===== src/rtl/disp_arbiter_if.sv =====
// Bus between the seven-segment display arbiter and its requesters.
// The requester side (master) drives the refresh tick, the request levels and
// the packed per-requester values. The arbiter side (slave) returns the
// one-hot grant, the owner index, busy and the value for the display controller.
interface disp_arbiter_if #(
  parameter int NREQ = 4,
  parameter int DW   = 16
);
  logic                 tick;
  logic [NREQ-1:0]      req;
  logic [NREQ*DW-1:0]   data;
  logic [NREQ-1:0]      grant;
  logic [2:0]           owner;
  logic                 busy;
  logic [DW-1:0]        seg;

  modport master (output tick, req, data, input grant, owner, busy, seg);
  modport slave  (input tick, req, data, output grant, owner, busy, seg);
endinterface


===== src/rtl/disp_arbiter.sv =====
// Round-robin arbiter sharing the display value bus among NREQ requesters.
// Each owner keeps the display for at least HOLD_TICKS refresh ticks unless it
// drops its request; after the hold expires it yields only if someone else
// is waiting. All outputs are registered.
// Optional feature: define ARB_PREEMPT_EN to make requester 0 high priority
// (it preempts any other owner and always wins idle arbitration).
module disp_arbiter #(
  parameter int NREQ       = 4,
  parameter int DW         = 16,
  parameter int HOLD_TICKS = 480,
  parameter int CW         = 9
) (
  input logic            clk,
  input logic            reset,
  disp_arbiter_if.slave  bus
);

  typedef enum logic {IDLE, OWN} state_t;

  state_t            state_q;
  logic [NREQ-1:0]   grant_q;
  logic [2:0]        owner_q;
  logic [2:0]        rr_ptr_q;
  logic              busy_q;
  logic [DW-1:0]     seg_q;
  logic [CW-1:0]     hold_q;
`ifdef ARB_PREEMPT_EN
  logic              preempted_q;
`endif

  // First requester set in r, searching start, start+1, ... modulo NREQ.
  function automatic logic [2:0] first_from(input logic [NREQ-1:0] r,
                                            input logic [2:0]      start);
    logic [2:0] res;
    logic       found;
    int         idx;
    res   = start;
    found = 1'b0;
    for (int k = 0; k < NREQ; k++) begin
      idx = int'(start) + k;
      if (idx >= NREQ) idx = idx - NREQ;
      if (!found && r[idx]) begin
        res   = 3'(idx);
        found = 1'b1;
      end
    end
    return res;
  endfunction

  function automatic logic [NREQ-1:0] onehot(input logic [2:0] i);
    logic [NREQ-1:0] v;
    v    = '0;
    v[i] = 1'b1;
    return v;
  endfunction

  logic [NREQ-1:0] others;
  logic            own_req;
  logic [2:0]      next_ptr;
  logic [2:0]      search_start;
  logic [2:0]      rot_win;
  logic [2:0]      idle_win;
  logic [DW-1:0]   own_data;

  // Arbitration candidates for the current cycle.
  always_comb begin
    // NOTE: every always_comb output gets a default first so no path can infer a latch.
    others       = bus.req & ~onehot(owner_q);
    own_req      = bus.req[owner_q];
    next_ptr     = (int'(owner_q) == NREQ - 1) ? 3'd0 : owner_q + 3'd1;
    search_start = next_ptr;
`ifdef ARB_PREEMPT_EN
    // After requester 0 finishes a preemption, resume the preempted owner first.
    if (preempted_q && owner_q == 3'd0) search_start = rr_ptr_q;
`endif
    rot_win      = first_from(others, search_start);
    idle_win     = first_from(bus.req, rr_ptr_q);
`ifdef ARB_PREEMPT_EN
    if (bus.req[0]) idle_win = 3'd0;
`endif
    own_data     = bus.data[owner_q*DW +: DW];
  end

  // Ownership FSM with registered grant, owner, busy, seg and hold counter.
  always_ff @(posedge clk or negedge reset) begin
    // NOTE: reset is asynchronous, so every register is cleared the moment reset falls.
    if (!reset) begin
      state_q  <= IDLE;
      grant_q  <= '0;
      owner_q  <= 3'd0;
      rr_ptr_q <= 3'd0;
      busy_q   <= 1'b0;
      seg_q    <= '0;
      hold_q   <= '0;
`ifdef ARB_PREEMPT_EN
      preempted_q <= 1'b0;
`endif
    end else begin
      // NOTE: state uses non-blocking assignments so all registers update from pre-edge values.
      case (state_q)
        IDLE: begin
          if (|bus.req) begin
            grant_q <= onehot(idle_win);
            owner_q <= idle_win;
            busy_q  <= 1'b1;
            hold_q  <= CW'(HOLD_TICKS);
            state_q <= OWN;
          end
        end
        OWN: begin
          seg_q <= own_data;
`ifdef ARB_PREEMPT_EN
          if (bus.req[0] && owner_q != 3'd0) begin
            grant_q     <= onehot(3'd0);
            owner_q     <= 3'd0;
            hold_q      <= CW'(HOLD_TICKS);
            rr_ptr_q    <= own_req ? owner_q : next_ptr;
            preempted_q <= own_req;
          end else
`endif
          if (!own_req) begin
            rr_ptr_q <= search_start;
`ifdef ARB_PREEMPT_EN
            preempted_q <= 1'b0;
`endif
            if (|others) begin
              grant_q <= onehot(rot_win);
              owner_q <= rot_win;
              hold_q  <= CW'(HOLD_TICKS);
            end else begin
              grant_q <= '0;
              busy_q  <= 1'b0;
              state_q <= IDLE;
            end
          end else if (hold_q == '0) begin
            if (|others) begin
              rr_ptr_q <= search_start;
              grant_q  <= onehot(rot_win);
              owner_q  <= rot_win;
              hold_q   <= CW'(HOLD_TICKS);
`ifdef ARB_PREEMPT_EN
              preempted_q <= 1'b0;
`endif
            end
          end else if (bus.tick) begin
            hold_q <= hold_q - 1'b1;
          end
        end
        default: state_q <= IDLE;
      endcase
    end
  end

  assign bus.grant = grant_q;
  assign bus.owner = owner_q;
  assign bus.busy  = busy_q;
  assign bus.seg   = seg_q;

endmodule


===== src/flat_wrapper.sv =====
// flat-port wrapper written by rule: the top's interface ports become plain ports
module disp_arbiter_flat 
#(
  parameter int NREQ       = 4,
  parameter int DW         = 16,
  parameter int HOLD_TICKS = 480,
  parameter int CW         = 9
)
  (clk, reset, bus_tick, bus_req, bus_data, bus_grant, bus_owner, bus_busy, bus_seg);
  disp_arbiter_if #(.NREQ(NREQ), .DW(DW)) bus_i ();
  input logic clk;
  input logic reset;
  input wire logic [$bits(bus_i.tick)-1:0] bus_tick;
  input wire logic [$bits(bus_i.req)-1:0] bus_req;
  input wire logic [$bits(bus_i.data)-1:0] bus_data;
  output wire logic [$bits(bus_i.grant)-1:0] bus_grant;
  output wire logic [$bits(bus_i.owner)-1:0] bus_owner;
  output wire logic [$bits(bus_i.busy)-1:0] bus_busy;
  output wire logic [$bits(bus_i.seg)-1:0] bus_seg;
  assign bus_i.tick = bus_tick;
  assign bus_i.req = bus_req;
  assign bus_i.data = bus_data;
  assign bus_grant = bus_i.grant;
  assign bus_owner = bus_i.owner;
  assign bus_busy = bus_i.busy;
  assign bus_seg = bus_i.seg;
  disp_arbiter #(.NREQ(NREQ), .DW(DW), .HOLD_TICKS(HOLD_TICKS), .CW(CW)) u_core (.clk(clk), .reset(reset), .bus(bus_i));
endmodule

===== config.mk =====
export PLATFORM = sky130hd
export DESIGN_NAME = disp_arbiter_flat
export DESIGN_NICKNAME = d
export VERILOG_FILES = /design/src/rtl/disp_arbiter_if.sv /design/src/rtl/disp_arbiter.sv /design/src/flat_wrapper.sv
export SDC_FILE = /design/constraint.sdc
export NUM_CORES = 1
export LEC_CHECK = 0
export ABC_CLOCK_PERIOD_IN_PS = 3500
export CORE_MARGIN = 5
export CORE_UTILIZATION = 47
export DETAILED_ROUTE_END_ITERATION = 8
export GPL_TIMING_DRIVEN = 0
export PLACE_DENSITY = 0.81
export REMOVE_ABC_BUFFERS = 1
export SLEW_MARGIN = 40
export SYNTH_ARGS = -nofsm -noshare
export SYNTH_HDL_FRONTEND = slang
export SYNTH_SLANG_ARGS = --single-unit

===== constraint.sdc =====
create_clock -name clk -period 3.5 [get_ports clk]
set_input_delay 0.35 -clock clk [delete_from_list [all_inputs] [get_ports clk]]
set_output_delay 0.35 -clock clk [all_outputs]
set_load 0.05 [all_outputs]

==> results by group <==
Status
  • Outcome: complete, no violations

Global route
  • Largest net degree at the start of global routing: 35
  • Gr ovfl total: 0
  • First-pass GRT wire length: 13700 um
  • Antenna violations before repair: 0
  • GRT Total Usage: 22.3%
  • Vias in the first global route: 2760

Power
  • Maximum VDD drop: 0.568 mV
  • P_leak: 0.00168 uW
  • Pwr Density: 903 mW/mm^2

Routing
  • Drt wl/cell: 17.0 um
  • DR pass1 iterations: 4
  • Drt drc: 0
  • Via count: 2734
  • Routed Antenna Nets: 0
  • Via/cell ratio: 5.70
  • Final WL: 8160 um
  • Initial drt markers: 140

Placement
  • Cell area after placement: 0.00395 mm^2
  • IO Port Bufs: 94
  • DP HPWL: 6350 um
  • GP Congestion: 0.864
  • Pre-CTS setup slack: 191 ps

STA
  • RSZ-0062 raised after global routing: no
  • Crit path time final: 3220 ps
  • Max Fclk: 310 MHz
  • Hold WS: 498 ps
  • Clk_skew: 5.09 ps
  • Max-slew headroom: 50.0%
  • Sum Neg Setup Slack: 0 ps
  • Final Hold Violating Endpoints: 0
  • Slew at the pin closest to its max-slew limit: 742 ps
  • Max-slew violations: 0
  • Final WS setup: 276 ps
  • Fin crit share: 92.1%
  • Final setup fails: 0

Worst setup path
  • CP endpoint kind: flop
  • Worst path required time: 3700 ps
  • Crit Path Max Fanout: 19
  • R2R cell count: 10
  • Crit start category: flop
  • FF-to-FF setup slack: 280 ps
  • Kind of critical path: reg -> reg
  • Critical Path AT: 3430 ps

Logic synthesis
  • Register area share after synthesis: 31.5%
  • Post-synth EDFFs: 0
  • Share of the synthesized area in the top cell type: 31.5%
  • Mean Syn Cell Area: 9.24 um^2
  • Synth warn: 0
  • Ys flop type: dfrtp_1
  • Syn Inst Count: 318
  • Synthesis-stage register bit count: 37
  • Synth cell count leaders: 39 x inv_1, 37 x dfrtp_1, 22 x nand2_1, 20 x nor2_1, 19 x o22ai_1
  • Mapped cell area: 0.00294 mm^2
  • Unique masters post-synth: 63
  • Synth area leader: dfrtp_1
  • Top cells by area, synth: dfrtp_1 32%, mux4_2 14%, inv_1 5.0%
  • Cell with the most instances after synthesis: inv_1
  • Fraction of registers with async set/reset: 100%

Die
  • Die footprint: 0.00793 mm^2
  • Row cnt: 28
  • IO Pins: 95
  • Starting Density: 49.0%
  • Core Footprint: 0.00599 mm^2
  • Die X: 89.1 um
  • Die Height: 89.1 um

Min path
  • Hold depth: 2
  • Worst Hold Class: reg -> reg

CTS
  • H-tree levels: 2
  • Maximum root-to-sink buffer count: 2
  • Root buffer selected by CTS: clkbuf_8
  • Worst-Skew Late Latency: 290 ps
  • Inserted Clock Buffers: 5
  • Reg clk slew, reported paths: 70 ps
  • TritonCTS clock tree: yes
  • Clock sink count: 37

Finish
  • Final instance area: 0.00406 mm^2
  • Synthesis-to-layout area growth: 38.2%
  • Final core occ: 67.8%
  • Antenna Cells: 0
  • Nets: 484
  • Share of cells above drive strength 1: 11.9%

Job
  • Max Cap Viol: 0
[flip-flops by register name (all words and copies together), names as in the netlist]
signal / cells
u_core.bus.grant: 4
u_core.hold_q: 9
u_core.state_q: 1
u_core.rr_ptr_q: 3
u_core.bus.busy: 1
u_core.bus.seg: 16
u_core.bus.owner: 3
[report_power, final]
group          total, uW  leakage (uW)  switching, uW  internal, uW
Combinational       2500       0.00118           1400          1100
Sequential           858      0.000452            256           602
Clock                312     0.0000445            152           160
[layer usage]
metal	GRT usage (%)	part of all wire (%)	vias up
li1	-	-	1341
met1	27.9	42	1328
met2	40.6	53	59
met3	2.49	3.6	6
met4	6.09	1.1	0
met5	0	0	-
[cell type report]
| cell class | count | area, um^2 |
|---|---|---|
| Timing Repair Buffer | 97 | 1000 |
| Multi-Input combinational cell | 223 | 1790 |
| Inverter | 40 | 150 |
| Sequential cell | 37 | 932 |
| Tap cell | 75 | 93.8 |
| Clock buffer | 7 | 86.3 |
| Clock inverter | 1 | 7.51 |
| Fill cell | 461 | 1930 |
[worst max-delay path: stages (launching register included)]
cell	delay, ps
dfrtp_2	650
inv_2	210
ha_1	470
ha_1	270
o21a_1	100
o32ai_1	250
xor2_1	140
nand3_1	100
o221ai_1	220
or4_1	540
o221ai_2	180
[kinds of logic after synthesis]
| kind of cell | Yosys count | share of synthesized area [%] |
|---|---|---|
| and+or+nand+nor | 97 | 18.6 |
| muxes | 27 | 17.0 |
| adders and majority gates | 9 | 3.83 |
| buffers and inverters | 58 | 7.75 |
| xor gates and xnor gates | 6 | 1.79 |
| AOI/OAI and AO/OA | 84 | 19.5 |
| DFF | 37 | 31.5 |
[cell usage in the layout, fill, tap and decap left out, types with 6 or more instances in the layout]
cell type	netlist	final
ha_1	9	9
o22ai_1	19	19
nand2b_1	9	9
dfrtp_1	37	34
nor2_1	20	20
a21oi_1	14	14
o21ai_0	12	12
mux4_2	18	18
clkbuf_8	0	6
inv_1	39	39
clkdlybuf4s50_1	0	93
nand2_1	22	22
[through the flow]
step | power [uW] | cells
floorplan | 2620 | 300
global placement | 3260 | 469
detailed placement | 3350 | 471
CTS | 3670 | 480
global route | 3960 | 480
finish | 3670 | 480
[worst paths after layout]
path                                                  from                               to
hold / removal             u_core.bus.grant[1]$_DFFE_PN0P_  u_core.bus.grant[1]$_DFFE_PN0P_
setup / recovery           u_core.bus.owner[0]$_DFFE_PN0P_  u_core.bus.grant[3]$_DFFE_PN0P_
hold reg to reg            u_core.bus.grant[1]$_DFFE_PN0P_  u_core.bus.grant[1]$_DFFE_PN0P_
setup reg to reg           u_core.bus.owner[0]$_DFFE_PN0P_  u_core.bus.grant[3]$_DFFE_PN0P_
min in group asynchronous                            reset    u_core.bus.seg[6]$_DFFE_PN0P_
max in group asynchronous                            reset         u_core.state_q$_DFF_PN0_
[timing repair]
item / CTS / global route
resized for setup: 0 / 2
setup endpoints to repair: 0 / 2
endpoints found under the hold margin: 15 / 0
hold buffers: 1 / 0
setup buffers: 0 / 0
No activity file was read; power rests on OpenSTA's default activity.
